[src/rtl/wishbone_bus_if.sv]
// Bridges one single-cycle CPU memory port onto a Wishbone B3 classic master,
// stalling the pipeline until the slave acknowledges and buffering read data.
module wishbone_bus_if #(
  parameter int ADDR_W    = 32,
  parameter int DATA_W    = 32,
  parameter int SEL_W     = 4,
  parameter int STALL_W   = 6,
  parameter int STALL_BIT = 4,
  parameter int TIMEOUT   = 255
) (
  input  logic              clk,
  input  logic              rst,
  input  logic [STALL_W-1:0] stall_i,
  input  logic              flush_i,
  input  logic              cpu_ce_i,
  input  logic [ADDR_W-1:0] cpu_addr_i,
  input  logic              cpu_we_i,
  input  logic [SEL_W-1:0]  cpu_sel_i,
  input  logic [DATA_W-1:0] cpu_data_i,
  output logic [DATA_W-1:0] cpu_data_o,
  output logic              stallreq_o,
  output logic              err_o,
  output logic [ADDR_W-1:0] wb_adr_o,
  output logic [DATA_W-1:0] wb_dat_o,
  input  logic [DATA_W-1:0] wb_dat_i,
  output logic              wb_we_o,
  output logic [SEL_W-1:0]  wb_sel_o,
  output logic              wb_stb_o,
  output logic              wb_cyc_o,
  input  logic              wb_ack_i
);

  localparam int CNT_W = (TIMEOUT > 1) ? $clog2(TIMEOUT + 1) : 1;
  localparam logic [CNT_W-1:0] TO_LAST = CNT_W'((TIMEOUT == 0) ? 0 : TIMEOUT - 1);

  typedef enum logic [1:0] {IDLE, BUSY, WAIT_STALL} state_t;

  state_t            r_state;
  state_t            w_next;
  logic [CNT_W-1:0]  r_cnt;
  logic [DATA_W-1:0] r_rd_buf;
  logic              w_timeout;
  logic              w_issue;

  always_comb begin
    w_next     = r_state;
    w_timeout  = 1'b0;
    w_issue    = 1'b0;
    stallreq_o = 1'b0;
    cpu_data_o = '0;
    case (r_state)
      IDLE: begin
        if (cpu_ce_i && !flush_i) begin
          w_issue    = 1'b1;
          w_next     = BUSY;
          stallreq_o = 1'b1;
        end
      end
      BUSY: begin
        if (flush_i) begin
          w_next = IDLE;
        end else if (wb_ack_i) begin
          cpu_data_o = wb_we_o ? '0 : wb_dat_i;
          w_next     = stall_i[STALL_BIT] ? WAIT_STALL : IDLE;
        end else begin
          stallreq_o = 1'b1;
          if ((TIMEOUT != 0) && (r_cnt == TO_LAST)) begin
            w_timeout = 1'b1;
            w_next    = IDLE;
          end
        end
      end
      WAIT_STALL: begin
        cpu_data_o = r_rd_buf;
        if (flush_i || !stall_i[STALL_BIT]) w_next = IDLE;
      end
      default: w_next = IDLE;
    endcase
    // The CPU must see a quiet port while reset is asserted, whatever its inputs do.
    if (!rst) begin
      stallreq_o = 1'b0;
      cpu_data_o = '0;
    end
  end

  always_ff @(posedge clk or negedge rst) begin
    if (!rst) begin
      r_state  <= IDLE;
      r_cnt    <= '0;
      r_rd_buf <= '0;
      err_o    <= 1'b0;
      wb_adr_o <= '0;
      wb_dat_o <= '0;
      wb_we_o  <= 1'b0;
      wb_sel_o <= '0;
      wb_stb_o <= 1'b0;
      wb_cyc_o <= 1'b0;
    end else begin
      r_state <= w_next;
      err_o   <= 1'b0;
      if (w_issue) begin
        wb_adr_o <= cpu_addr_i;
        wb_dat_o <= cpu_data_i;
        wb_we_o  <= cpu_we_i;
        wb_sel_o <= cpu_sel_i;
        wb_stb_o <= 1'b1;
        wb_cyc_o <= 1'b1;
        r_cnt    <= '0;
      end else if (r_state == BUSY) begin
        if (flush_i || wb_ack_i || w_timeout) begin
          wb_adr_o <= '0;
          wb_dat_o <= '0;
          wb_we_o  <= 1'b0;
          wb_sel_o <= '0;
          wb_stb_o <= 1'b0;
          wb_cyc_o <= 1'b0;
          // Aborted accesses (flush or timeout) leave zero in the buffer, never stale data.
          r_rd_buf <= (wb_ack_i && !flush_i) ? wb_dat_i : '0;
          err_o    <= w_timeout && !flush_i;
        end else begin
          r_cnt <= r_cnt + CNT_W'(1);
        end
      end else if (r_state == WAIT_STALL && flush_i) begin
        r_rd_buf <= '0;
      end
    end
  end

endmodule

[config.mk]
export PLATFORM = sky130hd
export DESIGN_NAME = wishbone_bus_if
export DESIGN_NICKNAME = d
export VERILOG_FILES = /design/src/rtl/wishbone_bus_if.sv
export SDC_FILE = /design/constraint.sdc
export NUM_CORES = 1
export LEC_CHECK = 0
export ABC_CLOCK_PERIOD_IN_PS = 3750
export CAP_MARGIN = 20
export CORE_MARGIN = 4
export CORE_UTILIZATION = 47
export CTS_BUF_LIST = sky130_fd_sc_hd__clkbuf_4 sky130_fd_sc_hd__clkbuf_8
export CTS_CLUSTER_SIZE = 16
export DETAILED_ROUTE_END_ITERATION = 16
export PLACE_DENSITY = 0.95
export SYNTH_ARGS = -nofsm -noshare
export SYNTH_HDL_FRONTEND = slang
export SYNTH_SLANG_ARGS = --single-unit
[constraint.sdc]
create_clock -name clk -period 3.75 [get_ports clk]
set_input_delay 0.9375 -clock clk [delete_from_list [all_inputs] [get_ports clk]]
set_output_delay 0.9375 -clock clk [all_outputs]
set_load 0.02 [all_outputs]
Word level (Yosys, flattened, before mapping)
Cells that the tools add are included.

cells by class
  add/sub/neg operators = 1
  $mul = 0
  div/mod/pow operators = 0
  $lt $le $gt $ge = 0
  eq/ne operators = 8
  shift operators = 0
  multiplexer cells = 43
  bitwise gates (word level) = 1
  reductions and logical operators = 17

operator list
  operator             count
  $mux 32              12
  $pmux 32 s2          1
  $mux 8               3
  $mux 1               16
  $mux 2               6
  $mux 4               3
  $add 8x1->8 const B  1
  $eq 8x8->1 const B   1
  $ne 2x2->1 const B   3
  $pmux 2 s3           1
  $reduce_and 3->1     2
  $reduce_bool 2->1    3
  $logic_and 1x1->1    4
  $ne 4x4->1 const B   1
  $reduce_and 2->1     2
  $logic_or 1x1->1     3
  $eq 2x1->1 const B   1
  $eq 2x2->1 const B   1
  $logic_not 1->1      2
  $logic_not 2->1      1
  $ne 2x1->1 const B   1
  $pmux 1 s2           1
  $not 1->1            1

word-level totals
  register bits after elaboration = 113
  bits in latches = 0
  RAM bits = 0
  memory bits (read-only) = 0
  input bits = 112
  output and inout port bits = 105
  logic and storage cells = 79
  memories = 0

Longest topological paths before layout
Gate-level depths: netlist (run 1).

  depth after elaboration = 9
  depth in mapped cells = 8
  mapped depth without buffers = 6

Worst setup path before layout (run 1)
Ideal clock, no wire load.

  path type = input to output
  start = input port flush_i
  end = output port stallreq_o
  arrival = 2.030 ns
  data required time = 2.812 ns
  slack = 0.783 ns
  cell stages on the path = 4
  buffers on the path = 2
  cells stage by stage = nand3b_1 buf_2 buf_2 a21boi_0

on the way
  longest elaborated chain between the ends = 5
  elaborated cells between the ends (all ways) = 6
  classes of those cells = mux (4); reduce/logical (2)

ends and longest elaborated chain
  what                line  text
  start: declaration  14    input logic flush_i,
  $logic_not 1->1     53    if (cpu_ce_i && !flush_i) begin
  $logic_and 1x1->1   53
  $mux 1              53
  $pmux 1 s2 *        51    case (r_state)
  $mux 1 *            80    if (!rst) begin
  end: declaration    21    output logic stallreq_o,

Mark *: on every way between the ends. The rest lies on a longest branch, timed or not.

Final worst setup path (run 1)
  start = input port wb_ack_i
  end = output port stallreq_o

on the way
  longest elaborated chain between the ends = 4

ends and longest elaborated chain
  what                line  text
  start: declaration  30    input logic wb_ack_i
  $mux 1              62    end else if (wb_ack_i) begin
  $mux 1              60    if (flush_i) begin
  $pmux 1 s2          51
  $mux 1              80

No other way between the ends.

==> metrics.cfg, run 1 <==
[yosys]
synth_edf_count=0
synth_nets=643
ys_seq_area_share_pct=56.7
synth-main-ff-cell=dfrtp_1
synth.distinct_cells=37
syn_avg_cell_area_um2=9.49
synth-seq-cells=113
syn_area_mm2=0.00499
syn_inst=526
async_flop_share_pct=100
yosys_warnings=0

[grt]
grt_pass1_wl_um=24800
track_usage_pct=24.5
grt_pass1_vias=4994
overflow=0
grt_max_degree=78
antenna_found_initial=0

[critical_path]
crit_path_frequent_cell=clkdlybuf4s50_1
slowest_stage=clkdlybuf4s50_1
startpoint_type=primary input
path_cells=clkdlybuf4s50_1 > or3b_1 > a21boi_0 > clkdlybuf4s50_1
cp.required_ns=2.81
cp_max_fo=5
slowest_delay_ns=0.69
critPathKind=primary input to primary output
end_kind=primary output
crit_arrival_ns=2.72

[finish]
final_cell_mix=178 x clkdlybuf4s50_1, 147 x nand2_1, 113 x dfrtp_1
drive_above_1_share_pct=7.29
finalNonFillerCells=877
final_nets=845
syn_to_final_growth_pct=53.2
n_antenna_cell=0
final_common_cell=clkdlybuf4s50_1
final_core_util_pct=74.1

[pwr]
p_per_area_mw_per_mm2=670
p_leak_nw=3.52
vdd_ir_drop_max_v=0.000395

[timing]
fin_crit_ns=3.66
finClkSkew_ns=0.0106
hold_ws_ns=0.306
hold_viol=0
worstMarginPinSlew_ns=0.782
maxSlewHeadroom_pct=47.8
grt_setup_unrepaired=no
setup_violations=0
fmax_ghz=0.273
period_share_pct=97.5
drv_slew=0

[job]
maxCapViolCount=0

[drt]
wl_per_cell_um=17.2
drt_iter0_drc=402
antenna_left=0
drc=0
firstDrtPassIters=5
wl_um=15100
vias_per_cell=5.43
vias=4766

[placement]
dpl.hpwl_um=10400
globalplace.congestion=0.813
io_buffer_count=211
dp.cells=845

[cts]
htree_levels=4
cts_buffers=17
cts.sinks=113
clk_path_buf_depth=2
clk_pin_slew_ns=0.07
cts_tree=built
cts_setup_buffers=0
clock-root-buffer=clkbuf_8
insertion_delay_ns=0.42

[floorplanning]
rows=37
die-area_mm2=0.0123
num_io_pins=217
die_w_um=111
start_util_pct=48.3
die_h_um=111
design.core.area_mm2=0.0103

[min_path]
hold_path_class=primary input to async pin

[outcome]
status=finished, final reports clean

## path summary, 6_finish.rpt
| path | from | to | slack (ns) | cells after the start |
|---|---|---|---|---|
| worst max register to register | r_state[1]$_DFFE_PN0P_ | r_rd_buf[8]$_DFFE_PN0P_ | 1.18 | 7 |
| min in group clk | r_rd_buf[6]$_DFFE_PN0P_ | r_rd_buf[6]$_DFFE_PN0P_ | 0.51 | 1 |
| worst min register to register | r_rd_buf[6]$_DFFE_PN0P_ | r_rd_buf[6]$_DFFE_PN0P_ | 0.51 | 1 |
| worst min-delay path | rst | r_state[1]$_DFFE_PN0P_ | 0.31 | 1 |
| worst max-delay path | wb_ack_i | stallreq_o | 0.09 | 4 |
| max in group asynchronous | rst | r_rd_buf[19]$_DFFE_PN0P_ | 1.89 | 3 |
## cell families (layout without fill, tap and decap cells)
kind of cell | after synthesis | count (layout) | share of synthesized area, %
AND/OR/NAND/NOR | 207 | 207 | 16.7
AO/OA/AOI/OAI | 150 | 150 | 20.1
flip-flops | 113 | 113 | 56.7
buffers and inverters | 48 | 263 | 4.71
adder cells (fa/ha/maj) | 5 | 5 | 1.25
XOR/XNOR | 2 | 2 | 0.351
multiplexers | 1 | 1 | 0.226
## stage by stage
| stage | cell area (um2) | setup WS (ns) | setup TNS (ns) | total power [mW] |
|---|---|---|---|---|
| finish | 7640 | 0.0934 | 0 | 5.13 |
| global route | 7640 | 0.0680 | 0 | 5.41 |
| CTS | 7610 | 0.00819 | 0 | 5.15 |
| detailed placement | 7180 | -0.0352 | -0.188 | 3.85 |
| global placement | 7180 | -0.0254 | -0.0930 | 3.76 |
| floorplan | 4990 | 0.783 | 0 | 2.96 |
## state kept, by name, summed over array words and instances, names as in the netlist
register and count:
wb_sel_o 4, wb_we_o 1, wb_cyc_o 1, wb_dat_o 32, err_o 1, r_rd_buf 32, r_cnt 8, r_state 2
wb_adr_o 32
## cell type report
type	count	area (um2)
tap	136	170
clock inverter	9	153
timing repair buffer	224	2230
sequential	113	2830
clock buffer	23	304
multi-input combinational	365	1940
inverter	7	26.3
fill	717	2680
## Yosys cell counts (2+ instances only)
cell type / instances / share of area [%]
nand2_1: 147 / 11
dfrtp_1: 113 / 57
a21oi_1: 70 / 7.0
nor2_1: 37 / 2.8
a22o_1: 33 / 5.8
a22oi_1: 32 / 4.8
clkbuf_1: 21 / 1.6
buf_2: 14 / 1.4
inv_1: 7 / 0.53
nand3_1: 7 / 0.70
ha_1: 5 / 1.3
buf_6: 4 / 0.90
nor3_1: 4 / 0.40
o211ai_1: 3 / 0.45
a21boi_0: 2 / 0.30
and3_1: 2 / 0.25
buf_4: 2 / 0.30
nand3b_1: 2 / 0.30
o21ai_0: 2 / 0.20
or4_1: 2 / 0.30
## power breakdown
part,switching [mW],internal [mW],leakage [nW],total (mW)
sequential,0.240,1.60,1.53,1.84
combinational,1.13,0.869,1.76,2.00
clock,0.480,0.809,0.225,1.29
## routing by layer
layer	up-vias	part of all wire (%)	GRT usage (%)	wire length, um
li1	2211	-	-	-
met4	0	2.3	8.43	346
met2	204	51	41.7	7680
met3	29	8.6	8.95	1290
met5	-	0	0	0
met1	2322	38	28.6	5760
## critical path, delay by kind of cell
kind | cells | cell delay [ns]
buffers and inverters | 2 | 1.17
AOI/OAI and AO/OA | 1 | 0.19
and+or+nand+nor | 1 | 0.42
## repair_timing
item	CTS	global route
setup endpoints to repair	19	13
pin swaps	0	0
gates cloned	0	0
gates resized for setup	19	13
hold buffers	0	0
Note: power is estimated with default switching activity, not from simulation.
==> run 2, diff against run 1 <==
ABC_AREA = 1   (was not set)
CORE_UTILIZATION = 49   (was 47)
GPL_ROUTABILITY_DRIVEN = 0   (was not set)
SLEW_MARGIN = 20   (was not set)
==> run 2 against run 1 <==
Effect of this change:
- first-iteration DRC count up 34%
- area after synthesis rose by 15%
- critical path depth up 3
- via count grew 19%
- sequential cell count did not move
- worst setup slack got worse by 0.013 ns
- final area rose by 8.2%
- die area grew 9.4%
- non-clock buffer count up 1
- highest routed layer unchanged
==> metrics.cfg, run 2 <==
[min_path]
min_to=r_rd_buf[5]$_DFFE_PN0P_
hold_path_class=register to register
hp-start=r_rd_buf[5]$_DFFE_PN0P_
hold_depth=2

[grt]
track_usage_pct=25.8
antenna_found_initial=0
grt_pass1_vias=5599
grt_max_degree=83
globalRouteMet3Util_pct=8.86
globalRouteMet2Util_pct=41.8
grt_pass1_wl_um=27500
top_usage_layer=met2
met1_usage_pct=31.8
overflow=0

[timing]
finClkSkew_ns=0.0153
hold_viol=0
maxSlewHeadroom_pct=41.5
worstMarginPinSlew_ns=0.878
timing.final.ws_setup_ns=0.0808
period_share_pct=97.8
setup_tns_ns=0
fmax_ghz=0.273
setup_violations=0
grt_setup_unrepaired=no
fin_crit_ns=3.67
drv_slew=0

[finish]
fillerInstances=832
final_cell_mix=272 x nand2_1, 205 x clkdlybuf4s50_1, 113 x dfrtp_1
n_antenna_cell=0
seqCellArea_mm2=0.00283
final_nets=1040
design_area_mm2=0.00827
multi_input_area_mm2=0.00242
finalNonFillerCells=1079
syn_to_final_growth_pct=44.2
top_regs=r_rd_buf (32), wb_adr_o (32), wb_dat_o (32)
drive_above_1_share_pct=6.30
final_common_cell=nand2_1
final_core_util_pct=72.4

[cts]
insertion_delay_ns=0.43
cts.sinks=113
clk_pin_slew_ns=0.07
htree_levels=4
cts_tree=built
clk_path_buf_depth=2
cts_buffers=17
clock-root-buffer=clkbuf_8
cts_setup_buffers=0

[drt]
wl_um=17200
drt_iter0_drc=537
wl_per_cell_um=15.9
vias=5670
vias_per_cell=5.25
drc=0
firstDrtPassIters=8
antenna_left=0

[critical_path]
cp.required_ns=2.81
rr_worst_depth=9
r2r_slack_ns=1.36
cp-startpoint=wb_ack_i
cp_max_fo=32
crit_arrival_ns=2.73
rr_endpoint=r_cnt[7]$_DFFE_PN0P_
startpoint_type=primary input
timing.rr.start=r_state[0]$_DFFE_PN0P_
end_kind=primary output
critPathKind=primary input to primary output

[floorplanning]
die_h_um=116
start_util_pct=50.2
num_io_pins=217
die_w_um=116
die-area_mm2=0.0135
design.core.area_mm2=0.0114
rows=39

[outcome]
status=finished, final reports clean

[yosys]
syn_avg_cell_area_um2=7.83
synth.distinct_cells=26
synth_top_area_cell=dfrtp_1
async_flop_share_pct=100
synth.cells.most_frequent=272 x nand2_1, 113 x dfrtp_1, 78 x nand3_1
synth-seq-cells=113
synth_nets=849
yosysMostFrequentCell=nand2_1
synth-main-ff-cell=dfrtp_1
ys_seq_area_share_pct=49.3
syn_inst=732
synth_area_leaders=dfrtp_1 49%, nand2_1 18%, nand3_1 6.8%, nand3b_1 4.3%, nand4_1 4.0%
synth_edf_count=0
yosys_warnings=0
yosysTopAreaCellShare_pct=49.3
syn_area_mm2=0.00573

[pwr]
vdd_ir_drop_max_v=0.000458
p_leak_nw=4.08
p_per_area_mw_per_mm2=635

[placement]
dpl-instance-area_mm2=0.00785
dp_slack_ns=0.0774
dp.cells=1047
io_buffer_count=211
dpl.hpwl_um=11300

[job]
maxCapViolCount=0

run 2: changes by cell type after synthesis, moves of 3 or more:
cell	change
a21oi_1	-37
a22o_1	-33
a22oi_1	-32
buf_6	+6
inv_1	+40
nand2_1	+125
nand3_1	+71
nand3b_1	+31
nand4_1	+37
nor2_1	+5
nor3_1	-3
o211ai_1	-3
run 2: worst max path at each step:
stage	endpoint	cells after the start
3_5_place_dp	cpu_data_o[13]	7
4_1_cts	cpu_data_o[13]	7
2_1_floorplan	stallreq_o	4
6_report	cpu_data_o[5]	7
5_1_grt	cpu_data_o[28]	7
3_3_place_gp	cpu_data_o[16]	7
run 2: per-stage QoR:
stage	hold WS, ns	power [mW]
final	0.473	5.25
after global placement	0.454	4.03
after detailed placement	0.458	4.10
after floorplan	0.442	3.17
after CTS	0.475	5.27
after global routing	0.489	5.56
run 2: kinds of logic (layout without fill, tap and decap cells):
family,count (synthesis),in the layout,share of synthesized area (%)
compound gates,38,38,3.36
xor+xnor,2,2,0.306
fa+ha+maj,5,5,1.09
buf+inv,102,306,8.60
flops,113,113,49.3
simple gates,472,472,37.3
run 2: worst max-delay path: stages:
cell,delay (ns)
clkdlybuf4s50_1,0.47
nand2_1,0.07
nor2_2,0.13
buf_12,0.20
nand3b_1,0.10
a21oi_1,0.17
clkdlybuf4s50_1,0.64
run 2: final cells by class:
cell class                      count  share of cell area [%]
Inverter                           49                    2.22
Tap cell                          143                    2.16
Clock inverter                     14                    1.91
Multi-Input combinational cell    517                    29.3
Timing Repair Buffer              225                    27.3
Clock buffer                       18                    2.92
Sequential cell                   113                    34.2
run 2: power by group:
group | total, mW | switching, mW | internal (mW)
logic | 2.19 | 1.29 | 0.906
clock network | 1.15 | 0.542 | 0.605
registers | 1.91 | 0.280 | 1.63
run 2: what timing repair did:
action | CTS | global route
hold endpoints to repair | 0 | 0
hold buffers | 0 | 0
setup endpoints to repair | 0 | 5
gates resized for setup | 0 | 5
run 2: routing by layer:
layer	wire [um]	vias to the layer above	part of all wire [%]
li1	-	2724	-
met1	6610	2657	39
met2	8380	251	49
met3	1700	38	9.9
met4	469	0	2.7
met5	0	-	0
